### src/rtl/ctrl_fsm.sv
// ---------------------------------------------------------------------------
// ctrl_fsm : multi-cycle control sequencer for the unpipelined WiscSP13 core.
//
// Walks each instruction through FETCH -> DECODE -> EXEC -> [MEM] -> WB,
// decodes opcode/funct into the 5-bit ALU function code and drives the
// register-file, data-memory and PC-update strobes for each phase. A HALT
// opcode parks the sequencer in HALT until reset.
//
// Ports
//   clk          core clock
//   rst_n        synchronous active-low reset
//   instr_in     instruction word from imem, valid when imem_rdy=1
//   imem_rdy     imem has data this cycle
//   dmem_done    data-memory access complete
//   br_taken     branch condition from EX, sampled in WB
//   imem_req     instruction fetch request
//   ALU_fn       ALU function code for EX, held from DECODE through WB
//   reg_wr_en    register-file write strobe (WB only)
//   reg_dst_sel  00 instr[4:2], 01 instr[7:5], 10 instr[10:8], 11 R7
//   mem_rd       data read request
//   mem_wr       data write request
//   mem_to_reg   WB source is memory data
//   pc_wr        PC update strobe (WB only)
//   pc_src       00 PC+2, 01 branch target, 10 jump disp, 11 register+imm
//   link         WB data is PC+2 (JAL/JALR)
//   halt         sticky halted flag
//   err          one-cycle pulse on siic/RTI decode
//   state_dbg    current state encoding
//   retired_cnt  retired-instruction counter (only with CTRL_PERF_CNT_EN)
//
// Build option
//   CTRL_PERF_CNT_EN : adds retired_cnt, counting WB cycles (wraps at 16 bits).
// ---------------------------------------------------------------------------
module ctrl_fsm #(
   parameter int unsigned INSTR_W = 16
) (
   input  logic               clk,
   input  logic               rst_n,
   input  logic [INSTR_W-1:0] instr_in,
   input  logic               imem_rdy,
   input  logic               dmem_done,
   input  logic               br_taken,
   output logic               imem_req,
   output logic [4:0]         ALU_fn,
   output logic               reg_wr_en,
   output logic [1:0]         reg_dst_sel,
   output logic               mem_rd,
   output logic               mem_wr,
   output logic               mem_to_reg,
   output logic               pc_wr,
   output logic [1:0]         pc_src,
   output logic               link,
   output logic               halt,
   output logic               err,
   output logic [2:0]         state_dbg
`ifdef CTRL_PERF_CNT_EN
   ,
   output logic [15:0]        retired_cnt
`endif
);

   localparam int unsigned OP_W  = 5;
   localparam int unsigned FN_W  = 2;
   localparam int unsigned ALU_W = 5;

   typedef enum logic [2:0] {
      FETCH  = 3'd0,
      DECODE = 3'd1,
      EXEC   = 3'd2,
      MEM    = 3'd3,
      WB     = 3'd4,
      HALT   = 3'd5
   } state_t;

   // Per-instruction control word captured when the fetch is accepted
   typedef struct packed {
      logic [ALU_W-1:0] alu_fn;
      logic [1:0]       dst;
      logic             reg_wr;
      logic [1:0]       pc_src;
      logic             link;
      logic             mem_to_reg;
      logic             mem_rd;
      logic             mem_wr;
      logic             branch;
      logic             halt;
   } ctl_t;

   localparam ctl_t CTL_RST = '{alu_fn: 5'b11111, default: '0};

   // Opcode/funct to control word
   function automatic ctl_t decode(input logic [OP_W-1:0] op, input logic [FN_W-1:0] fn);
      ctl_t c;
      c        = '0;
      c.alu_fn = 5'b11111;
      case (op)
         5'b00000: c.halt = 1'b1;
         5'b00001, 5'b00010, 5'b00011: ;   // NOP, siic, RTI: PC+2 only
         5'b00100: begin                    // J
            c.alu_fn = 5'b11100;
            c.pc_src = 2'b10;
         end
         5'b00101: begin                    // JR
            c.alu_fn = 5'b11101;
            c.pc_src = 2'b11;
         end
         5'b00110: begin                    // JAL
            c.alu_fn = 5'b11100;
            c.pc_src = 2'b10;
            c.link   = 1'b1;
            c.reg_wr = 1'b1;
            c.dst    = 2'b11;
         end
         5'b00111: begin                    // JALR
            c.alu_fn = 5'b11101;
            c.pc_src = 2'b11;
            c.link   = 1'b1;
            c.reg_wr = 1'b1;
            c.dst    = 2'b11;
         end
         5'b01000, 5'b01001, 5'b01010, 5'b01011: begin   // ADDI..ANDNI
            c.alu_fn = {3'b000, op[1:0]};
            c.reg_wr = 1'b1;
            c.dst    = 2'b01;
         end
         5'b01100, 5'b01101, 5'b01110, 5'b01111: begin   // BEQZ..BGEZ
            c.alu_fn = 5'b10110 + {3'b000, op[1:0]};
            c.branch = 1'b1;
         end
         5'b10000: begin                    // ST
            c.alu_fn = 5'b01000;
            c.mem_wr = 1'b1;
         end
         5'b10001: begin                    // LD
            c.alu_fn     = 5'b01000;
            c.mem_rd     = 1'b1;
            c.mem_to_reg = 1'b1;
            c.reg_wr     = 1'b1;
            c.dst        = 2'b01;
         end
         5'b10010: begin                    // SLBI
            c.alu_fn = 5'b11011;
            c.reg_wr = 1'b1;
            c.dst    = 2'b10;
         end
         5'b10011: begin                    // STU writes back the updated base
            c.alu_fn = 5'b01000;
            c.mem_wr = 1'b1;
            c.reg_wr = 1'b1;
            c.dst    = 2'b10;
         end
         5'b10100, 5'b10101, 5'b10110, 5'b10111: begin   // ROLI..SRLI
            c.alu_fn = {3'b001, op[1:0]};
            c.reg_wr = 1'b1;
            c.dst    = 2'b01;
         end
         5'b11000: begin                    // LBI
            c.alu_fn = 5'b11010;
            c.reg_wr = 1'b1;
            c.dst    = 2'b10;
         end
         5'b11001: begin                    // BTR
            c.alu_fn = 5'b01001;
            c.reg_wr = 1'b1;
            c.dst    = 2'b10;
         end
         5'b11010: begin                    // ROL/SLL/ROR/SRL
            c.alu_fn = 5'b01110 + {3'b000, fn};
            c.reg_wr = 1'b1;
         end
         5'b11011: begin                    // ADD/SUB/XOR/ANDN
            c.alu_fn = 5'b01010 + {3'b000, fn};
            c.reg_wr = 1'b1;
         end
         5'b11100, 5'b11101, 5'b11110, 5'b11111: begin   // SEQ/SLT/SLE/SCO
            c.alu_fn = 5'b10010 + {3'b000, op[1:0]};
            c.reg_wr = 1'b1;
         end
         default: ;
      endcase
      return c;
   endfunction

   logic [OP_W-1:0] opcode;
   logic [FN_W-1:0] funct;
   logic            unused_instr_bits;

   assign opcode            = instr_in[INSTR_W-1 -: OP_W];
   assign funct             = instr_in[FN_W-1:0];
   assign unused_instr_bits = ^instr_in[INSTR_W-OP_W-1:FN_W];

   state_t     state, state_d;
   ctl_t       ctl_q, ctl_d;
   logic       err_d, imem_req_d, reg_wr_d, pc_wr_d, link_d, m2r_d;
   logic       mem_rd_d, mem_wr_d, halt_d;
   logic [1:0] pc_src_q, pc_src_d;

   // Next-state and next-output logic
   always_comb begin
      state_d    = state;
      ctl_d      = ctl_q;
      err_d      = 1'b0;
      imem_req_d = 1'b0;
      reg_wr_d   = 1'b0;
      pc_wr_d    = 1'b0;
      pc_src_d   = 2'b00;
      link_d     = 1'b0;
      m2r_d      = 1'b0;
      mem_rd_d   = 1'b0;
      mem_wr_d   = 1'b0;
      halt_d     = 1'b0;

      unique case (state)
         FETCH: begin
            // Accept only once the registered request is visible to imem
            if (imem_req && imem_rdy) begin
               state_d = DECODE;
               ctl_d   = decode(opcode, funct);
               err_d   = (opcode == 5'b00010) || (opcode == 5'b00011);
            end
         end
         DECODE:  state_d = ctl_q.halt ? HALT : EXEC;
         EXEC:    state_d = (ctl_q.mem_rd || ctl_q.mem_wr) ? MEM : WB;
         MEM:     if (dmem_done) state_d = WB;
         WB:      state_d = FETCH;
         HALT:    state_d = HALT;
         default: state_d = FETCH;
      endcase

      // Strobes are registered, so they follow the state being entered
      imem_req_d = (state_d == FETCH);
      halt_d     = (state_d == HALT);
      if (state_d == MEM) begin
         mem_rd_d = ctl_q.mem_rd;
         mem_wr_d = ctl_q.mem_wr;
      end
      if (state_d == WB) begin
         pc_wr_d  = 1'b1;
         reg_wr_d = ctl_q.reg_wr;
         pc_src_d = ctl_q.pc_src;
         link_d   = ctl_q.link;
         m2r_d    = ctl_q.mem_to_reg;
      end
   end

   // State and output registers
   always_ff @(posedge clk) begin
      if (!rst_n) begin
         state      <= FETCH;
         ctl_q      <= CTL_RST;
         err        <= 1'b0;
         imem_req   <= 1'b0;
         reg_wr_en  <= 1'b0;
         pc_wr      <= 1'b0;
         pc_src_q   <= 2'b00;
         link       <= 1'b0;
         mem_to_reg <= 1'b0;
         mem_rd     <= 1'b0;
         mem_wr     <= 1'b0;
         halt       <= 1'b0;
      end else begin
         state      <= state_d;
         ctl_q      <= ctl_d;
         err        <= err_d;
         imem_req   <= imem_req_d;
         reg_wr_en  <= reg_wr_d;
         pc_wr      <= pc_wr_d;
         pc_src_q   <= pc_src_d;
         link       <= link_d;
         mem_to_reg <= m2r_d;
         mem_rd     <= mem_rd_d;
         mem_wr     <= mem_wr_d;
         halt       <= halt_d;
      end
   end

   assign ALU_fn      = ctl_q.alu_fn;
   assign reg_dst_sel = ctl_q.dst;
   assign state_dbg   = state;

   // br_taken is only resolved by EX during WB, so the taken bit is merged here
   assign pc_src = pc_src_q | {1'b0, (state == WB) && ctl_q.branch && br_taken};

`ifdef CTRL_PERF_CNT_EN
   // Retired-instruction counter; no WB cycles occur in HALT, so it freezes there
   always_ff @(posedge clk) begin
      if (!rst_n) begin
         retired_cnt <= '0;
      end else if (state == WB) begin
         retired_cnt <= retired_cnt + 16'd1;
      end
   end
`endif

endmodule
### config.mk
export PLATFORM = sky130hd
export DESIGN_NAME = ctrl_fsm
export DESIGN_NICKNAME = d
export VERILOG_FILES = /design/src/rtl/ctrl_fsm.sv
export SDC_FILE = /design/constraint.sdc
export NUM_CORES = 1
export LEC_CHECK = 0
export ABC_AREA = 1
export CAP_MARGIN = 20
export CORE_UTILIZATION = 28
export CTS_BUF_LIST = sky130_fd_sc_hd__clkbuf_4 sky130_fd_sc_hd__clkbuf_8
export DETAILED_ROUTE_END_ITERATION = 8
export GPL_TIMING_DRIVEN = 1
export PLACE_DENSITY = 0.48
export SKIP_LAST_GASP = 1
export SLEW_MARGIN = 40
export SYNTH_ARGS = -nofsm -noshare
export SYNTH_HDL_FRONTEND = slang
export SYNTH_SLANG_ARGS = --single-unit
### constraint.sdc
create_clock -name clk -period 2.5 [get_ports clk]
set_clock_uncertainty 0.1 [all_clocks]
set_input_delay 0.5 -clock clk [delete_from_list [all_inputs] [get_ports clk]]
set_output_delay 0.5 -clock clk [all_outputs]
set_load 0.005 [all_outputs]
==> results.sh <==
export IMPL_vias=1460
export IMPL_layoutNonFillerInstCount=316
export IMPL_crit_required_ns=1.90
export IMPL_cap_violations=0
export IMPL_crit_fanout=1
export IMPL_reg2reg_slack_ns=1.02
export IMPL_drc=0
export IMPL_grt_total_usage_pct=15.27
export IMPL_ys_types=25
export IMPL_fill_cells=563
export IMPL_synth_edf_count=0
export IMPL_numCtsBuffers=5
export IMPL_rsz0062_at_grt="false"
export IMPL_tightest_slew_ns=0.4555
export IMPL_dieArea_um2=5585
export IMPL_cts_tree="yes"
export IMPL_async_flop_share_pct=0
export IMPL_path_common_cell="clkdlybuf4s50_1"
export IMPL_slew_headroom_pct=69.60
export IMPL_ys_ff_latch=29
export IMPL_grt_pass1_vias=1394
export IMPL_hp_start="ctl_q[7]"
export IMPL_area_growth_pct=32.09
export IMPL_viasPerCell=4.620
export IMPL_peakVddDrop_v=0.0003191
export IMPL_criticalPathCategory="in2out"
export IMPL_io_buffers=32
export IMPL_die_width_um=74.74
export IMPL_die_h_um=74.74
export IMPL_critPathBufInv=2
export IMPL_place_hpwl_um=2761
export IMPL_firstDrtPassIters=4
export IMPL_crit_family="buffers and inverters"
export IMPL_grt_max_degree=14
export IMPL_path_cells="clkdlybuf4s50_1 > a41o_1 > clkdlybuf4s50_1"
export IMPL_nNetsFinal=266
export IMPL_ys_seq_area_share_pct=39.19
export IMPL_critPathCaptureType="primary output"
export IMPL_hold_path_class="reg2reg"
export IMPL_netlist_instances=217
export IMPL_setup_viol=0
export IMPL_layout_drive_gt1_share_pct=10.57
export IMPL_syn_area_per_cell_um2=6.827
export IMPL_setup_slack_ns=0.2859
export IMPL_gp_congestion=0.8546
export IMPL_antennaDiodeCount=0
export IMPL_start_util_pct=29.01
export IMPL_synthFlopType="dfxtp_1"
export IMPL_clkTransAtPathRegs_ns=0.07
export IMPL_fmax_ghz=0.4517
export IMPL_clk_latency_ns=0.28
export IMPL_io_pins=42
export IMPL_yosys_warnings=0
export IMPL_powerDensity_nw_per_um2=670.3
export IMPL_antenna_left=0
export IMPL_top_register="ctl_q"
export IMPL_p_leak_uw=0.0008487
export IMPL_rows=26
export IMPL_period_share_pct=88.56
export IMPL_cts_sinks=29
export IMPL_slew_violations=0
export IMPL_grt_pass1_wl_um=6320
export IMPL_fin_crit_ns=2.214
export IMPL_post_cts_buffers=0
export IMPL_pre_cts_ws_ns=0.2806
export IMPL_antenna_found_initial=0
export IMPL_worstSetupStartpoint="br_taken"
export IMPL_largest_reg_flops=8
export IMPL_dp_cells=308
export IMPL_overflow=0
export IMPL_root_buffer="clkbuf_8"
export IMPL_crit_arrival_ns=1.61
export IMPL_core_area_um2=5107
export IMPL_drtIter0Drc=68
export IMPL_routed_wl_um=3584
export IMPL_status="completed"
export IMPL_synthesis_area_um2=1481
export IMPL_max_stage_delay_ns=0.50
export IMPL_htreeDepth=2
export IMPL_syn_nets=238
export IMPL_wl_per_cell_um=11.34
export IMPL_hold_viol=0
export IMPL_hold_buffers=0
export IMPL_r2r_start="state_dbg[1]"
export IMPL_cts_resized=0
export IMPL_cts_path_max_buffers=2
export IMPL_start_kind="input pin"
export IMPL_slowest_stage="clkdlybuf4s50_1"
export IMPL_setup_tns_ns=0
tightest hold or removal path, delay by kind of cell, from the launching register on:
family / cells / cell delay (ns)
and+or+nand+nor: 1 / 0.04
buffers and inverters: 1 / 0.05
DFF: 1 / 0.31
kinds of logic after synthesis:
kind of cell / after synthesis / synth area share (%)
buffers and inverters: 43 / 13.60
AO/OA/AOI/OAI: 32 / 11.99
flip-flops: 29 / 39.19
AND/OR/NAND/NOR: 113 / 35.22
cell usage after synthesis (2+ instances only):
cell type	n	area share (%)
a211oi_1	2	1.0
a21oi_1	16	5.4
buf_2	5	1.7
buf_4	9	4.6
dfxtp_1	29	39
inv_1	23	5.8
inv_2	5	1.3
nand2_1	40	10
nand3_1	25	8.4
nand4_1	5	2.1
nor2_1	27	6.8
nor2_2	4	1.7
nor3_1	7	2.4
o21ai_0	8	2.7
o21ai_1	2	0.68
placed cells by master (no fill, tap or decap), types with 7 or more instances in the layout:
master | Yosys | final
nor2_1 | 27 | 27
clkdlybuf4s50_1 | 0 | 32
nor3_1 | 7 | 7
a21oi_1 | 16 | 16
nand2_1 | 40 | 40
dfxtp_1 | 29 | 29
nand3_1 | 25 | 25
o21ai_0 | 8 | 8
inv_1 | 23 | 23
per-layer routing:
metal | up-vias | wire length (µm) | part of all wire [%] | track usage (%)
met5 | - | 0 | 0 | 0
met3 | 12 | 148 | 4.1 | 3.882
met4 | 0 | 104 | 2.9 | 10.27
li1 | 754 | - | - | -
met1 | 645 | 1703 | 48 | 19.20
met2 | 49 | 1627 | 45 | 23.02
final cells by class:
class,instances,area (µm²),area share (%)
multi-input cells,145,699.4,35.74
flip-flops and latches,29,580.6,29.67
repair buffers,36,350.3,17.90
inverters,28,105.1,5.371
well taps,70,87.58,4.476
clock buffers,5,68.82,3.517
clock inverters,3,65.06,3.325
path summary, 6_finish.rpt:
check | to | depth (start not counted)
setup / recovery | pc_src[0] | 3
hold / removal | pc_src_q[1] | 2
setup reg to reg | ctl_q[8] | 6
hold reg to reg | pc_src_q[1] | 2
stage by stage:
| step | total power [µW] | hold slack, ns | cell area, µm² | util [%] |
|---|---|---|---|---|
| 2_1_floorplan | 666.8 | 0.3130 | 1481 | - |
| 3_3_place_gp | 746.0 | 0.3361 | 1823 | 35.69 |
| 3_5_place_dp | 745.5 | 0.3388 | 1823 | 35.69 |
| 4_1_cts | 1328 | 0.3422 | 1957 | 38.31 |
| 5_1_grt | 1383 | 0.3541 | 1957 | 38.31 |
| 6_report | 1312 | 0.3367 | 1957 | 38.31 |
power by group:
part	leakage [µW]	internal [µW]	switching, µW
sequential	0.000236	495	19.1
combinational	0.000544	98.7	122
clock	0.0000681	396	182
Power figures use the tool's default switching activity.
